`config.mk`:
```
export PLATFORM = sky130hd
export DESIGN_NAME = pump_valve_sequencer
export DESIGN_NICKNAME = d
export VERILOG_FILES = /design/src/rtl/pump_valve_sequencer.sv
export SDC_FILE = /design/constraint.sdc
export NUM_CORES = 1
export LEC_CHECK = 0
export CORE_AREA = 2 2 138 140
export CTS_CLUSTER_SIZE = 25
export DETAILED_ROUTE_END_ITERATION = 10
export DIE_AREA = 0 0 140 142
export HOLD_SLACK_MARGIN = 0.1
export SLEW_MARGIN = 30
export SYNTH_ARGS = -nofsm -noshare
export SYNTH_HDL_FRONTEND = slang
export SYNTH_SLANG_ARGS = --single-unit
```
`constraint.sdc`:
```
create_clock -name clk -period 7.3 [get_ports clk]
set_input_delay 1.46 -clock clk [delete_from_list [all_inputs] [get_ports clk]]
set_output_delay 1.46 -clock clk [all_outputs]
set_load 0.02 [all_outputs]
```
`src/rtl/pump_valve_sequencer.sv`:
```
// pump_valve_sequencer
//   Generates the control-air pattern for an N-stage peristaltic pump, the
//   outlet valve that gates the pump into the serpentine, and the serpentine
//   dwell timing. Firmware issues one start per dose and waits for done.
//   Abort returns every air line to the safe, pressurized state.
//
// Handshake: start is a single-cycle request that is taken only while the
//   sequencer is idle (busy = 0 and not in the done/abort cycle). A start
//   seen at any other time is dropped. Completion is reported by a
//   one-cycle done pulse. An abort is reported by a one-cycle aborted pulse.
//
// Ports:
//   clk           system clock, rising edge
//   rst_n         synchronous active-low reset
//   start         request a dose (taken only in IDLE)
//   abort         cancel the dose in progress (no effect in IDLE or DONE)
//   dir           0 = forward (stage 0..N-1), 1 = reverse; latched at accept
//   stroke_count  pump strokes for this dose; latched at accept
//   step_period   cycles per phase (0 behaves as 1); latched at accept
//   dwell         serpentine dwell cycles (0 skips the dwell); latched
//   pump_valve    per-stage air line, 1 = pressurized (membrane closed)
//   outlet_valve  1 = outlet closed
//   busy          high from accept until done
//   done          one-cycle pulse at normal completion
//   aborted       one-cycle pulse when an abort takes effect
//   strokes_done  completed strokes in the current or last dose
//   state_dbg     current FSM state encoding, for observation only
module pump_valve_sequencer #(
    parameter int NUM_VALVES = 3,
    parameter int PER_W      = 16,
    parameter int CNT_W      = 8
) (
    input  logic                  clk,
    input  logic                  rst_n,
    input  logic                  start,
    input  logic                  abort,
    input  logic                  dir,
    input  logic [CNT_W-1:0]      stroke_count,
    input  logic [PER_W-1:0]      step_period,
    input  logic [PER_W-1:0]      dwell,
    output logic [NUM_VALVES-1:0] pump_valve,
    output logic                  outlet_valve,
    output logic                  busy,
    output logic                  done,
    output logic                  aborted,
    output logic [CNT_W-1:0]      strokes_done,
    output logic [2:0]            state_dbg
);

    localparam int PH_W = $clog2(NUM_VALVES);
    localparam logic [PH_W-1:0] LAST_PH = PH_W'(NUM_VALVES - 1);

    typedef enum logic [2:0] {
        S_IDLE      = 3'd0,
        S_OPEN_OUT  = 3'd1,
        S_PUMP      = 3'd2,
        S_CLOSE_OUT = 3'd3,
        S_DWELL     = 3'd4,
        S_DONE      = 3'd5,
        S_ABORTED   = 3'd6
    } state_t;

    state_t            state;
    logic              dir_q;
    logic [CNT_W-1:0]  stroke_q;
    logic [PER_W-1:0]  per_q;
    logic [PER_W-1:0]  dwell_q;
    logic [PER_W-1:0]  tmr;      // counts down; a phase ends when it reaches 0
    logic [PH_W-1:0]   phase;
    logic [PER_W-1:0]  eff_per;
    logic [CNT_W-1:0]  strokes_inc;

    assign state_dbg = state;

    // Air pattern for one pump phase: exactly one stage released.
    function automatic logic [NUM_VALVES-1:0] stage_mask(input logic [PH_W-1:0] ph,
                                                         input logic rev);
        logic [NUM_VALVES-1:0] m;
        m = '1;
        for (int i = 0; i < NUM_VALVES; i++) begin
            if ((rev ? (NUM_VALVES - 1 - i) : i) == int'(ph)) m[i] = 1'b0;
        end
        return m;
    endfunction

    always_comb begin
        eff_per     = (step_period == '0) ? PER_W'(1) : step_period;
        strokes_inc = (strokes_done == '1) ? strokes_done : strokes_done + CNT_W'(1);
    end

    always_ff @(posedge clk) begin
        if (!rst_n) begin
            state        <= S_IDLE;
            pump_valve   <= '1;
            outlet_valve <= 1'b1;
            busy         <= 1'b0;
            done         <= 1'b0;
            aborted      <= 1'b0;
            strokes_done <= '0;
            dir_q        <= 1'b0;
            stroke_q     <= '0;
            per_q        <= PER_W'(1);
            dwell_q      <= '0;
            tmr          <= '0;
            phase        <= '0;
        end else begin
            done    <= 1'b0;
            aborted <= 1'b0;
            if (state == S_IDLE) begin
                if (start) begin
                    dir_q        <= dir;
                    stroke_q     <= stroke_count;
                    per_q        <= eff_per;
                    dwell_q      <= dwell;
                    strokes_done <= '0;
                    phase        <= '0;
                    if (stroke_count == '0) begin
                        // Nothing to pump: report completion without moving a valve.
                        state <= S_DONE;
                        done  <= 1'b1;
                    end else begin
                        state        <= S_OPEN_OUT;
                        busy         <= 1'b1;
                        outlet_valve <= 1'b0;
                        tmr          <= eff_per - PER_W'(1);
                    end
                end
            end else if (abort && state != S_DONE && state != S_ABORTED) begin
                // Done already issued in S_DONE, so abort is only honoured before it.
                state        <= S_ABORTED;
                aborted      <= 1'b1;
                busy         <= 1'b0;
                pump_valve   <= '1;
                outlet_valve <= 1'b1;
            end else begin
                case (state)
                    S_OPEN_OUT: begin
                        if (tmr == '0) begin
                            state      <= S_PUMP;
                            phase      <= '0;
                            tmr        <= per_q - PER_W'(1);
                            pump_valve <= stage_mask(PH_W'(0), dir_q);
                        end else begin
                            tmr <= tmr - PER_W'(1);
                        end
                    end
                    S_PUMP: begin
                        if (tmr != '0) begin
                            tmr <= tmr - PER_W'(1);
                        end else begin
                            tmr <= per_q - PER_W'(1);
                            if (phase != LAST_PH) begin
                                phase      <= phase + PH_W'(1);
                                pump_valve <= stage_mask(phase + PH_W'(1), dir_q);
                            end else begin
                                // End of a stroke: the count is visible from the next cycle.
                                strokes_done <= strokes_inc;
                                phase        <= '0;
                                if (strokes_inc == stroke_q) begin
                                    state        <= S_CLOSE_OUT;
                                    pump_valve   <= '1;
                                    outlet_valve <= 1'b1;
                                end else begin
                                    pump_valve <= stage_mask(PH_W'(0), dir_q);
                                end
                            end
                        end
                    end
                    S_CLOSE_OUT: begin
                        if (tmr != '0) begin
                            tmr <= tmr - PER_W'(1);
                        end else if (dwell_q == '0) begin
                            state <= S_DONE;
                            done  <= 1'b1;
                            busy  <= 1'b0;
                        end else begin
                            state <= S_DWELL;
                            tmr   <= dwell_q - PER_W'(1);
                        end
                    end
                    S_DWELL: begin
                        if (tmr != '0) begin
                            tmr <= tmr - PER_W'(1);
                        end else begin
                            state <= S_DONE;
                            done  <= 1'b1;
                            busy  <= 1'b0;
                        end
                    end
                    default: begin
                        // S_DONE and S_ABORTED last one cycle before IDLE.
                        state <= S_IDLE;
                    end
                endcase
            end
        end
    end

endmodule

```
==> results summary, run 1 <==
The flow ran to the end, but the final reports show violations. The checks that failed: design-rule violations. The via count of the first global-routing pass came to 4,970. The highest layer touched by signal routing is met4. The clock transition at the registers of the reported paths is 60 ps. The internal power came out at 0.00133 W.

The global-route wire length before repair is 26.6 mm. The worst-path cell with the longest stage delay is sky130_fd_sc_hd__or4_2. Combinational logic burns 55.1% of the power. Hold repair after CTS inserted 0 buffers. The cell family contributing the most delay on the critical path is simple AND/OR/NAND/NOR gates. The remaining antenna violation count came out at 0.

The total nets after synthesis came out at 771. The routed wire length is 16.5 mm. The number of remaining DRC errors is 3. The number of antenna violations at the first check in global routing came out at 0. In this run the worst hold path is classified as reg -> reg. The clock tree skew after final layout came out at 9.29 ps.

Ranked by instance count, the synthesized netlist is headed by sky130_fd_sc_hd__nand2_1 (116), sky130_fd_sc_hd__dfxtp_1 (77), sky130_fd_sc_hd__a21boi_0 (44), sky130_fd_sc_hd__nor2_1 (43), sky130_fd_sc_hd__o21ai_0 (43). Setup repair after global routing left no endpoint under its margin. In this run, synthesis produced a sequential element count of 77. By instance count, the cell type seen most on the critical path is sky130_fd_sc_hd__nand2_1. The H-tree depth is 3. Global routing finished with a remaining overflow of 0. The weighted congestion reported at the end of routability-driven placement is 0.927.

The met1 wire length is 7.89 mm. The reported leakage power is 2.23 nW. STA classifies the critical path startpoint as a primary input. Total power for the finished layout comes to 0.00255 W. The area growth from synthesis to final layout is 20.0%. The maximum fanout along the worst path came out at 7.

The number of nets in the layout came out at 808. Yosys mapped the design onto 74 distinct sky130hd cell types. The buffer levels on the longest clock path is 2. The utilization after layout came out at 35.0%. The upper clock frequency limit came out at 225 MHz.

The relative slew slack came out at 40.0%. The number of buffers inserted during clock tree synthesis is 9. The number of gates resized after CTS was 0. The die boundary height is 142 um. The leading register cell type out of synthesis is sky130_fd_sc_hd__dfxtp_1. The first detailed-routing pass took 9 iterations. The count of pins on the block boundary is 63. The global-route usage over all layers is 16.7%.

For the final routed database, the setup TNS stands at 0 ps. The routed via count divided by cell count came out at 5.40. The number of port buffers came out at 62. The sort of element at the end of the critical path is a flop. The routed length per placed instance is 16.7 um. The critical path goes through clkdlybuf4s50_1 -> or4_2 -> nor4_2 -> a21oi_1 -> ha_1 -> nor3b_1 -> nand2_1 -> nor2_1 -> xnor2_1 -> nand2_1 -> a41o_1.

The buffer count from post-CTS setup fixing came out at 0. The async set or reset register ratio after synthesis came out at 0%. In the post-synthesis netlist, the biggest area contributors are sky130_fd_sc_hd__dfxtp_1 (29%), sky130_fd_sc_hd__nand2_1 (8.1%), sky130_fd_sc_hd__a21boi_0 (6.1%). Counting every instance in the synthesized netlist gives 716.

The largest net degree at the start of global routing came out at 45. The placeable core area came out at 18,500 um2. The layout filler cell count came out at 1,929. The count of antenna diodes in the layout is 0.

A synthesized cell averages 7.53 um2. The final critical-path required period is 4440 ps. The number of buffers and inverters on the critical path came out at 1. The final number of hold-violating endpoints came to 0.

The synthesized design devotes to its leading area cell type 28.6% of total area. The critical path is of the in -> reg type. The layout cell share with drive strength beyond 1 came out at 6.86%. The cell area after synthesis came out at 5390 um2. In this run the clock root is driven by a sky130_fd_sc_hd__clkbuf_16. The Yosys warning count came out at 0. The floorplan die width is 140 um. The effective utilization at floorplan came out at 29.2%. The number of synthesized flops with an enable pin came out at 0. For the worst setup path, the data arrival time is 4690 ps.

Setup violations remaining at the end of the flow were counted as 0. In this run the core area contains 50 standard-cell rows. The vias after detailed routing came out at 5,355.

The sum of net half-perimeters after detailed placement is 12.1 mm. The power density over cell area came out at 394 nW/um2. The endpoint required time on the critical path is 7540 ps. The net switching component of the power is 0.00122 W.

The largest vdd supply drop came out at 0.152 mV. The relative contribution of sequential cells to total power is 27.1%. The TritonCTS clock tree is done. The dominant cell by count in the synthesized netlist is sky130_fd_sc_hd__nand2_1.

sky130_fd_sc_hd__dfxtp_1 takes more of the synthesized area than any other cell. The number of pins with negative max-slew slack in the final report was 0. The met3 wirelength from detailed routing came out at 920 um. The sequential cell area fraction in the yosys report is 28.6%.

The initial detailed-routing violation count came out at 452. The portion of the clock cycle consumed by the worst path in the final layout came out at 60.9%. The delay contributed by the slowest stage of the critical path came out at 750 ps. Across the run, the number of max-cap violations was 0. The source-to-sink clock delay at the later pin of the worst-skew pair came out at 350 ps. In this run, the clock network consumes 17.8% of the power. The die covers 19,900 um2.

The tree built by TritonCTS fans out to 77 sinks. The transition time at the pin with the least slew margin came out at 897 ps. The length of routed met2 wiring came out at 7.35 mm. Net switching is 47.7% of the power.
==> layer usage <==
metal  vias up  global-route usage (%)
li1       2698                       -
met1      2477                    22.6
met2       155                    26.3
met3        25                    3.10
met4         0                    6.91
met5         -                       0
==> worst register-to-register path, stage by stage (launching register included) <==
cell                       delay (ps)
sky130_fd_sc_hd__dfxtp_1          550
sky130_fd_sc_hd__or4b_1           610
sky130_fd_sc_hd__buf_4            270
sky130_fd_sc_hd__a21oi_1          300
sky130_fd_sc_hd__a21oi_1          110
sky130_fd_sc_hd__a211oi_2         710
sky130_fd_sc_hd__nand2_4          190
sky130_fd_sc_hd__o41ai_1          370
==> cell families (layout without fill, tap and decap cells) <==
group,after synthesis,after routing,share of synthesized area [%]
mux,3,3,0.557
xor+xnor,51,51,8.29
compound gates,205,205,25.9
simple gates,312,312,29.7
flops,77,77,28.6
buf+inv,58,100,4.67
fa+ha+maj,10,10,2.32
==> cells in the final DEF (no fill, tap or decap), types with 4 or more instances in the layout <==
master,n
sky130_fd_sc_hd__nor4_1,21
sky130_fd_sc_hd__dfxtp_1,77
sky130_fd_sc_hd__a21oi_1,28
sky130_fd_sc_hd__a21boi_0,44
sky130_fd_sc_hd__or3_1,6
sky130_fd_sc_hd__clkbuf_16,9
sky130_fd_sc_hd__nand3b_1,4
sky130_fd_sc_hd__nand3_1,31
sky130_fd_sc_hd__or4_1,10
sky130_fd_sc_hd__inv_1,14
sky130_fd_sc_hd__xor2_1,28
sky130_fd_sc_hd__o211ai_1,15
sky130_fd_sc_hd__nor2_1,43
sky130_fd_sc_hd__or2_2,5
sky130_fd_sc_hd__a211oi_1,5
sky130_fd_sc_hd__nor3_1,21
sky130_fd_sc_hd__xnor2_1,23
sky130_fd_sc_hd__o31ai_1,6
sky130_fd_sc_hd__buf_4,7
sky130_fd_sc_hd__o21ai_0,43
sky130_fd_sc_hd__ha_1,10
sky130_fd_sc_hd__clkdlybuf4s50_1,61
sky130_fd_sc_hd__nand4_1,5
sky130_fd_sc_hd__a31oi_1,5
sky130_fd_sc_hd__nor3b_1,4
sky130_fd_sc_hd__and3_1,9
sky130_fd_sc_hd__and2_1,5
sky130_fd_sc_hd__o22ai_1,15
sky130_fd_sc_hd__nand2_1,116
sky130_fd_sc_hd__or4_4,4
==> stage by stage <==
step                      hold slack (ps)  setup WS [ps]  cell area, um2  instances
after detailed placement              477           2220            6160        976
after floorplan                       449           3410            5390        716
after global placement                469           2280            6160        976
after global routing                  504           2700            6470        992
final                                 484           2860            6470        992
after CTS                             485           2580            6460        992
==> flip-flops by register name (all words and copies together), names as in the netlist, 2 cells and up <==
name / flops
phase: 2
stroke_q: 8
state_dbg: 3
dwell_q: 16
per_q: 16
strokes_done: 8
tmr: 16
pump_valve: 3
==> layout make-up <==
cell class	instances	area, um2	area share (%)
well taps	234	293	4.53
repair buffers	69	668	10.3
clock inverters	7	75.1	1.16
inverters	15	56.3	0.871
multi-input cells	581	3610	55.8
clock buffers	9	225	3.48
flip-flops and latches	77	1540	23.8
==> power by group through the flow <==
stage                     clock network [W]  registers (W)  logic (W)
after floorplan                           0       0.000637    0.00106
after global placement                    0       0.000696    0.00139
after detailed placement                  0       0.000697    0.00139
after CTS                          0.000466       0.000688    0.00140
after global routing               0.000483       0.000711    0.00155
final                              0.000454       0.000692    0.00140
==> final timing paths <==
path | start | to | slack [ps] | cells after the start
worst min register to register | stroke_q[4]$_SDFFE_PN0P_ | stroke_q[4]$_SDFFE_PN0P_ | 480 | 2
worst max-delay path | step_period[11] | tmr[10]$_SDFFE_PN0P_ | 2860 | 11
worst max register to register | state_dbg[2]$_SDFFE_PN0P_ | tmr[1]$_SDFFE_PN0P_ | 4090 | 7
worst min-delay path | stroke_q[4]$_SDFFE_PN0P_ | stroke_q[4]$_SDFFE_PN0P_ | 480 | 2
Power figures use the tool's default switching activity.
==> run 2: changes to the inputs <==
==> constraint.sdc (replaced) <==
create_clock -name clk -period 4.4 [get_ports clk]
set_input_delay 0.88 -clock clk [delete_from_list [all_inputs] [get_ports clk]]
set_output_delay 0.88 -clock clk [all_outputs]
set_load 0.02 [all_outputs]
==> results summary, run 2 (synthesized netlist as in run 1, its figures left out) <==
The flow ran to the end, but the final reports show violations. The final reports fail on design-rule violations. The buffer count from post-CTS setup fixing is 0 (unchanged).

The weighted congestion reported at the end of routability-driven placement was 0.921 (-0.55%). The placeable core area is 18,500 um2 (unchanged). The initial detailed-routing violation count came to 514 (+14%). The number of buffers inserted by hold repair at cts came to 0 (unchanged). The count of pins on the block boundary is 63 (unchanged). STA classifies the critical path startpoint as a primary input.

The critical path is of the in -> reg type. The portion of the clock cycle consumed by the worst path in the final layout came out at 80.6%. The length of the first detailed-routing pass in iterations is 8 (-1). The number of port buffers came out at 62 (unchanged). The number of remaining DRC errors was 3 (unchanged). The remaining antenna violation count was 0 (unchanged). In this run the clock root is driven by a sky130_fd_sc_hd__clkbuf_16. The utilization after layout came out at 35.3% (+0.22 points). The endpoint identified for the worst register-to-register timing path is strokes_done[1]$_SDFFE_PN0P_.

The clock network power share was 17.7% (about the same). The maximum fanout along the worst path is 7 (unchanged). The largest vdd supply drop was 0.213 mV (+40%).

The path with the worst hold slack has its endpoint at stroke_q[0]$_SDFFE_PN0P_. The effective utilization at floorplan was 29.2% (unchanged). The final global-route overflow total came to 0 (unchanged). The overall power after layout is 0.00427 W (+67%).

The number of nets in the layout came to 815 (+0.87%). The number of max-capacitance violations reported came to 0 (unchanged). The hold-critical path depth came out at 2 (unchanged). The transition time at the pin with the least slew margin is 790 ps (-107 ps). The routed wire length came out at 16.6 mm (+0.44%). The final sum of negative setup slack came out at 0 ps (unchanged). The count of antenna diodes in the layout came out at 0 (unchanged). The power density over cell area was 656 nW/um2 (+66%). The number of pins with negative max-slew slack in the final report is 0 (unchanged). The reported leakage power came out at 2.27 nW (+1.7%). The global-route usage over all layers is 17.0% (+0.33 points). The worst hold-check path type is reg -> reg.

The final count of negative-setup-slack endpoints came out at 0 (unchanged). The source-to-sink clock delay at the later pin of the worst-skew pair is 350 ps (about the same). The worst setup path is captured at a flop. The switching part of the total came out at 47.2% (-0.48 points). Setup repair after global routing left no endpoint under its margin. The area growth from synthesis to final layout came out at 20.7%. The endpoint required time on the critical path came out at 4640 ps (-2900 ps). The reg-to-reg setup timing slack is 1180 ps (-2910 ps).

The final critical-path required period came out at 3550 ps. The number of placement rows was 50 (unchanged). The TritonCTS clock tree is done. The relative slew slack is 46.6% (+6.7 points). The largest registers in the layout are dwell_q (16), per_q (16), tmr (16).

The final number of hold-violating endpoints came out at 0 (unchanged). The clock tree skew after final layout came out at 5.52 ps (-3.78 ps). The vias after detailed routing is 5,450 (+1.8%). The clock transition at the registers of the reported paths came to 60 ps (about the same). The global-route wire length before repair was 27.1 mm (+1.9%).

The number of antenna violations at the first check in global routing came to 0 (unchanged). Timing would allow up to 282 MHz. The buffer levels on the longest clock path came out at 2 (unchanged). The worst-case reg-to-reg path depth came out at 6 (-1).

The net switching component of the power came out at 0.00201 W (+66%). Leaving out fill and tap cells, the most frequent cell in the layout is sky130_fd_sc_hd__nand2_1. The layout cell share with drive strength beyond 1 came out at 7.32% (+0.46 points). The die boundary height is 142 um (unchanged). The relative contribution of sequential cells to total power came out at 26.9% (-0.2 points).

Leaving out fill and tap cells, the most frequent cells in the layout are sky130_fd_sc_hd__nand2_1 (116), sky130_fd_sc_hd__dfxtp_1 (77), sky130_fd_sc_hd__clkdlybuf4s50_1 (61), sky130_fd_sc_hd__a21boi_0 (44). The beginning of the worst register-to-register path is state_dbg[2]$_SDFFE_PN0P_. In this run the most critical hold path is launched from stroke_q[0]$_SDFFE_PN0P_. The floorplan die width came out at 140 um (unchanged). The H-tree depth is 3 (unchanged). The share of power burned in combinational logic is 55.4% (+0.3 points). The largest net degree at the start of global routing came out at 49 (+8.9%). The routed via count divided by cell count came out at 5.46 (+1.1%). The CTS sink count came out at 77 (unchanged). The internal power came out at 0.00226 W (+69%). The routed length per placed instance came out at 16.6 um (-0.27%). The post-cts repair resize count came out at 0 (unchanged). The full die area was 19,900 um2 (unchanged). The sum of net half-perimeters after detailed placement came to 12.2 mm (+0.85%). The number of buffers inserted during clock tree synthesis came to 9 (unchanged). The data arrival time of the critical path is 3790 ps (-900 ps). The via count of the first global-routing pass is 5,004 (+0.68%).
==> run 2: changes by cell type in the layout (fill, tap and decap cells not counted) <==
cell                         before  now
sky130_fd_sc_hd__buf_4            7   14
sky130_fd_sc_hd__clkbuf_8         0    1
sky130_fd_sc_hd__clkinvlp_4       3    1
sky130_fd_sc_hd__clkinv_4         1    0
sky130_fd_sc_hd__inv_6            1    0
sky130_fd_sc_hd__clkinv_2         1    2
sky130_fd_sc_hd__nor4_1          21   22
sky130_fd_sc_hd__clkbuf_1         0    2
sky130_fd_sc_hd__nor4_2           2    1
==> run 2: area by class of cell <==
cell class / count / area [um2]
tap: 234 / 293
multi-input combinational: 581 / 3600
sequential: 77 / 1540
clock buffer: 12 / 246
inverter: 15 / 56.3
timing repair buffer: 76 / 721
clock inverter: 4 / 47.5
fill: 1968 / 11900
==> run 2: power groups by stage <==
stage | Combinational, W | Sequential [W] | Clock [W]
after floorplan | 0.00175 | 0.00106 | 0
after global placement | 0.00234 | 0.00115 | 0
after detailed placement | 0.00233 | 0.00115 | 0
after CTS | 0.00235 | 0.00114 | 0.000768
after global routing | 0.00262 | 0.00118 | 0.000798
final | 0.00237 | 0.00115 | 0.000755
==> run 2: worst max-delay path by stage <==
| stage | startpoint | endpoint | slack (ps) | depth (start not counted) |
|---|---|---|---|---|
| floorplan | step_period[11] | tmr[10]$_SDFFE_PN0P_ | 1090 | 10 |
| global route | step_period[11] | tmr[12]$_SDFFE_PN0P_ | 570 | 12 |
| CTS | step_period[11] | tmr[10]$_SDFFE_PN0P_ | 860 | 12 |
| finish | step_period[11] | tmr[10]$_SDFFE_PN0P_ | 850 | 12 |
| detailed placement | step_period[11] | tmr[10]$_SDFFE_PN0P_ | 500 | 12 |
| global placement | step_period[11] | tmr[10]$_SDFFE_PN0P_ | 520 | 12 |
==> run 2: metrics by stage <==
| stage | hold WS, ps | instances | instance area (um2) | setup WS (ps) |
|---|---|---|---|---|
| after detailed placement | 475 | 983 | 6210 | 495 |
| final | 475 | 999 | 6510 | 854 |
| after global routing | 514 | 999 | 6510 | 572 |
| after floorplan | 449 | 716 | 5390 | 1090 |
| after CTS | 484 | 999 | 6510 | 856 |
| after global placement | 467 | 983 | 6210 | 519 |
==> run 2: layer usage <==
metal	wire length [um]	vias to the layer above	track usage, %
met5	0	-	0
met3	818	26	2.59
met4	351	0	6.11
met1	8030	2569	24.2
met2	7420	138	26.3
li1	-	2717	-
==> run 2: critical path, stage by stage <==
cell,delay [ps]
sky130_fd_sc_hd__clkdlybuf4s50_1,510
sky130_fd_sc_hd__or4_2,740
sky130_fd_sc_hd__nor4_1,220
sky130_fd_sc_hd__buf_4,210
sky130_fd_sc_hd__a21oi_1,100
sky130_fd_sc_hd__ha_1,240
sky130_fd_sc_hd__nor3b_1,160
sky130_fd_sc_hd__nand2_1,220
sky130_fd_sc_hd__nor2_1,90
sky130_fd_sc_hd__xnor2_1,130
sky130_fd_sc_hd__nand2_1,70
sky130_fd_sc_hd__a41o_1,230
==> variant 1 (flow settings as in run 1) <==
The parameter `CNT_W` goes from 8 to 6.
--- a/src/rtl/pump_valve_sequencer.sv
+++ b/src/rtl/pump_valve_sequencer.sv
@@ -28,7 +28,7 @@
 module pump_valve_sequencer #(
     parameter int NUM_VALVES = 3,
     parameter int PER_W      = 16,
-    parameter int CNT_W      = 8
+    parameter int CNT_W      = 6
 ) (
     input  logic                  clk,
     input  logic                  rst_n,
Interface: changed (resized stroke_count and strokes_done); port bits go from 63 to 59. The function was not compared with the original's and may differ.
==> variant 1 against run 1 <==
The flow still finishes with violations (design-rule violations); routed wire length fell by 6.4%; power fell by 5.4%; design area decreased by 5.3%; area after synthesis down 7.9%; sequential cell count shrank 4; critical path depth fell by 2; non-clock buffer count decreased by 3; highest routed layer unchanged; setup slack improved by 0.57 ns.
==> variant 1: results (changes against run 1) <==
Violated checks -> design-rule violations
# nets final -> 755 (-6.6%)
Largest net degree at the start of global routing -> 77 (+71%)
Flop2flop setup slack -> 4.23 ns (+0.14 ns)
DP Wirelength -> 11.3 mm (-7.3%)
Pre-CTS WS -> 3.07 ns (+0.854 ns)
Synth Net Count -> 716 (-7.1%)
Clk_skew -> 0.00777 ns (-0.00152 ns)
CP startpoint -> step_period[2]
Fraction of layout cells with a size suffix above 1 -> 6.08% (-0.78 points)
Non-filler cells in the finished layout -> 941 (-5.1%)
Routed via count -> 5022 (-6.2%)
Leakage power total -> 2.18 nW (-2.3%)
Fill cells -> 1952 (+1.2%)
Distinct cells, synth -> 69 (-6.8%)
Post-synth top cells -> nand2_1, dfxtp_1, nor2_1
Worst r2r src -> state_dbg[0]
Sequential share of the synthesized area -> 29.4% (+0.84 points)
DRT Pass-1 Iters -> 8 (-1)
Placed insts -> 925 (-5.2%)
DRC -> 3 (unchanged)
Hold path start -> per_q[15]
Hold EP -> per_q[15]
Dominant cells by area after synthesis -> dfxtp_1, nand2_1, a21boi_0, xnor2_1, xor2_1
Cell Int Power -> 1.33 mW (-0.69%)
First-pass GRT wire length -> 24.7 mm (-6.8%)
Status -> complete, but fails checks
Port Buffers -> 58 (-6.5%)
CP Data Arrival Time -> 4.11 ns (-0.58 ns)
Vias in the first global route -> 4542 (-8.6%)
## variant 1: layout make-up
class | count | share of cell area (%)
clock inverter | 4 | 1.59
timing repair buffer | 66 | 10.4
inverter | 15 | 0.919
clock buffer | 12 | 4.35
sequential | 73 | 23.9
tap | 234 | 4.78
multi-input combinational | 537 | 54.1
## variant 1: worst max path at each step
stage	end	cells after the start	slack, ns
after floorplan	tmr[8]	8	3.93
after global placement	tmr[8]	9	3.12
after detailed placement	tmr[8]	9	3.07
after CTS	tmr[8]	9	3.43
after global routing	tmr[8]	9	3.10
final	tmr[8]	9	3.43
## variant 1: worst max-delay path, cell delays in order
cell and delay (ns):
clkdlybuf4s50_1 0.50, nor4_1 0.77, a31oi_1 0.29, ha_1 0.33, nand2_1 0.16, or3_1 0.14, xor2_1 0.13, o21ai_0 0.08
o31a_1 0.26
## variant 1: metrics by stage
stage	total power [mW]	cell area [um^2]
floorplan	1.49	4960
global placement	1.84	5750
detailed placement	1.85	5760
CTS	2.40	6120
global route	2.57	6120
finish	2.41	6120
## variant 1: routing by layer
metal | part of all wire (%) | vias up | GRT usage (%)
met3 | 6.0 | 25 | 2.46
met5 | 0 | - | 0
met2 | 44 | 152 | 24.3
met4 | 2.4 | 0 | 5.53
li1 | - | 2480 | -
met1 | 47 | 2365 | 21.8
## variant 1: cells by family after synthesis
| family | share of synthesized area, % |
|---|---|
| AND/OR/NAND/NOR | 29.0 |
| XOR/XNOR | 9.35 |
| multiplexers | 0.605 |
| AO/OA/AOI/OAI | 24.9 |
| flip-flops | 29.4 |
| buffers and inverters | 4.23 |
| adder cells (fa/ha/maj) | 2.52 |
## variant 1: power by group through the flow
stage	registers, mW	clock network (mW)	logic [mW]
final	0.620	0.542	1.25
after global routing	0.635	0.569	1.36
after CTS	0.617	0.550	1.23
after detailed placement	0.626	0	1.23
after global placement	0.623	0	1.22
after floorplan	0.598	0	0.888
==> variant 2 (flow settings as in run 1) <==
Without the edit above. Register the input `step_period` before use, with the module's reset. The logic sees it one clock later. The other inputs are not delayed to match. Comments in the files are not updated.
--- a/src/rtl/pump_valve_sequencer.sv
+++ b/src/rtl/pump_valve_sequencer.sv
@@ -60,6 +60,16 @@
         S_ABORTED   = 3'd6
     } state_t;
 
+    logic [PER_W-1:0] step_period_q;
+
+    always_ff @(posedge clk) begin
+        if (!rst_n) begin
+            step_period_q <= '0;
+        end else begin
+            step_period_q <= step_period;
+        end
+    end
+
     state_t            state;
     logic              dir_q;
     logic [CNT_W-1:0]  stroke_q;
@@ -84,7 +94,7 @@
     endfunction
 
     always_comb begin
-        eff_per     = (step_period == '0) ? PER_W'(1) : step_period;
+        eff_per     = (step_period_q == '0) ? PER_W'(1) : step_period_q;
         strokes_inc = (strokes_done == '1) ? strokes_done : strokes_done + CNT_W'(1);
     end
 
Function: changed (a bounded check fails within 4 cycles, from zero or initial values and one cycle with rst_n low).
==> variant 2 against run 1 <==
Power fell by 9.9%; routed wire length fell by 4.2%; count of clock-buffer cells in the layout did not move; design area rose by 3.5%; setup slack improved by 1.0 ns; non-clock buffer count fell by 2; area after synthesis rose by 4.4%; sequential cell count rose by 16; the flow still finishes with violations (design-rule violations).
==> variant 2: results (changes against run 1) <==
GR Layer Usage met2 -> 26.7% (+0.34 points)
First-pass GRT wire length -> 26.4 mm (-0.42%)
Power Density -> 343 nW/um^2 (-13%)
CP max stage cell -> or4b_2
Sequential share of the synthesized area -> 33.1% (+4.5 points)
Clock power share -> 19.9% (+2.1 points)
Class of the most critical setup path -> flip-flop to flip-flop
Largest net degree at the start of global routing -> 62 (+38%)
Dominant cells by area after synthesis -> dfxtp_1, nand2_1, a21boi_0, xnor2_1, nor2_1
Vias in the first global route -> 5038 (+1.4%)
Met3 global-route usage -> 3.33% (+0.24 points)
Post-DP Area -> 6410 um^2 (+4.0%)
Final worst slack -> 3.86 ns (+1.00 ns)
Measured slew at the worst slew-check pin -> 0.863 ns (-0.0347 ns)
Leakage power total -> 2.40 nW (+7.8%)
Status -> complete, but fails checks
Met3 wire length -> 871 um (-5.3%)
Worst r2r src -> tmr[0]
Routed wire length per instance -> 15.7 um (-6.2%)
Vias/cell -> 5.31 (-1.7%)
# nets final -> 829 (+2.6%)
Met2 Routed Length -> 7.20 mm (-2.0%)
Mean Syn Cell Area -> 7.61 um^2 (+1.1%)
Worst Path Max Fanout -> 14 (+7)
Hold EP -> stroke_q[5]
DRC -> 4 (+1)
Reg2Reg Depth -> 9 (+2)
Worst hold slack -> 0.482 ns (-0.00196 ns)
Pre-CTS WS -> 3.28 ns (+1.06 ns)
Post-synth top cells -> nand2_1, dfxtp_1, nor2_1
CP Data Arrival Time -> 3.72 ns (-0.97 ns)
Hold path start -> stroke_q[5]
DRT Pass-1 Iters -> 10 (+1)
Gate power share -> 48.4% (-6.7 points)
Final Wtd Congestion -> 0.890 (-4.0%)
Violated checks -> design-rule violations
DRT iter0 DRCs -> 364 (-19%)
Final WL -> 15.9 mm (-4.2%)
Synth Net Count -> 794 (+3.0%)
Switch Pwr -> 1.03 mW (-15%)
Clk_skew -> 0.0117 ns (+0.00237 ns)
[variant 2: cell types whose count changed after synthesis, sizes merged, moves of 9 or more]
cell | run 1 | this run
and2 | 5 | 19
nand2 | 117 | 132
or4 | 17 | 7
nor2 | 43 | 58
dfxtp | 77 | 93
nand3 | 31 | 22
[variant 2: kinds of logic (layout without fill, tap and decap cells)]
family / Yosys count / in the layout / synth area share (%)
xor gates and xnor gates: 50 / 50 / 7.78
buffers and inverters: 58 / 98 / 3.96
adders and majority gates: 12 / 12 / 2.58
AOI/OAI and AO/OA: 186 / 186 / 22.3
DFF: 93 / 93 / 33.1
muxes: 7 / 7 / 1.25
and+or+nand+nor: 333 / 333 / 29.0
[variant 2: area by class of cell]
type | count | area, um^2
clock buffers | 9 | 225
clock inverters | 7 | 57.6
fillers | 1937 | 11800
inverters | 15 | 56.3
multi-input cells | 588 | 3550
flip-flops and latches | 93 | 1860
well taps | 234 | 293
repair buffers | 67 | 653
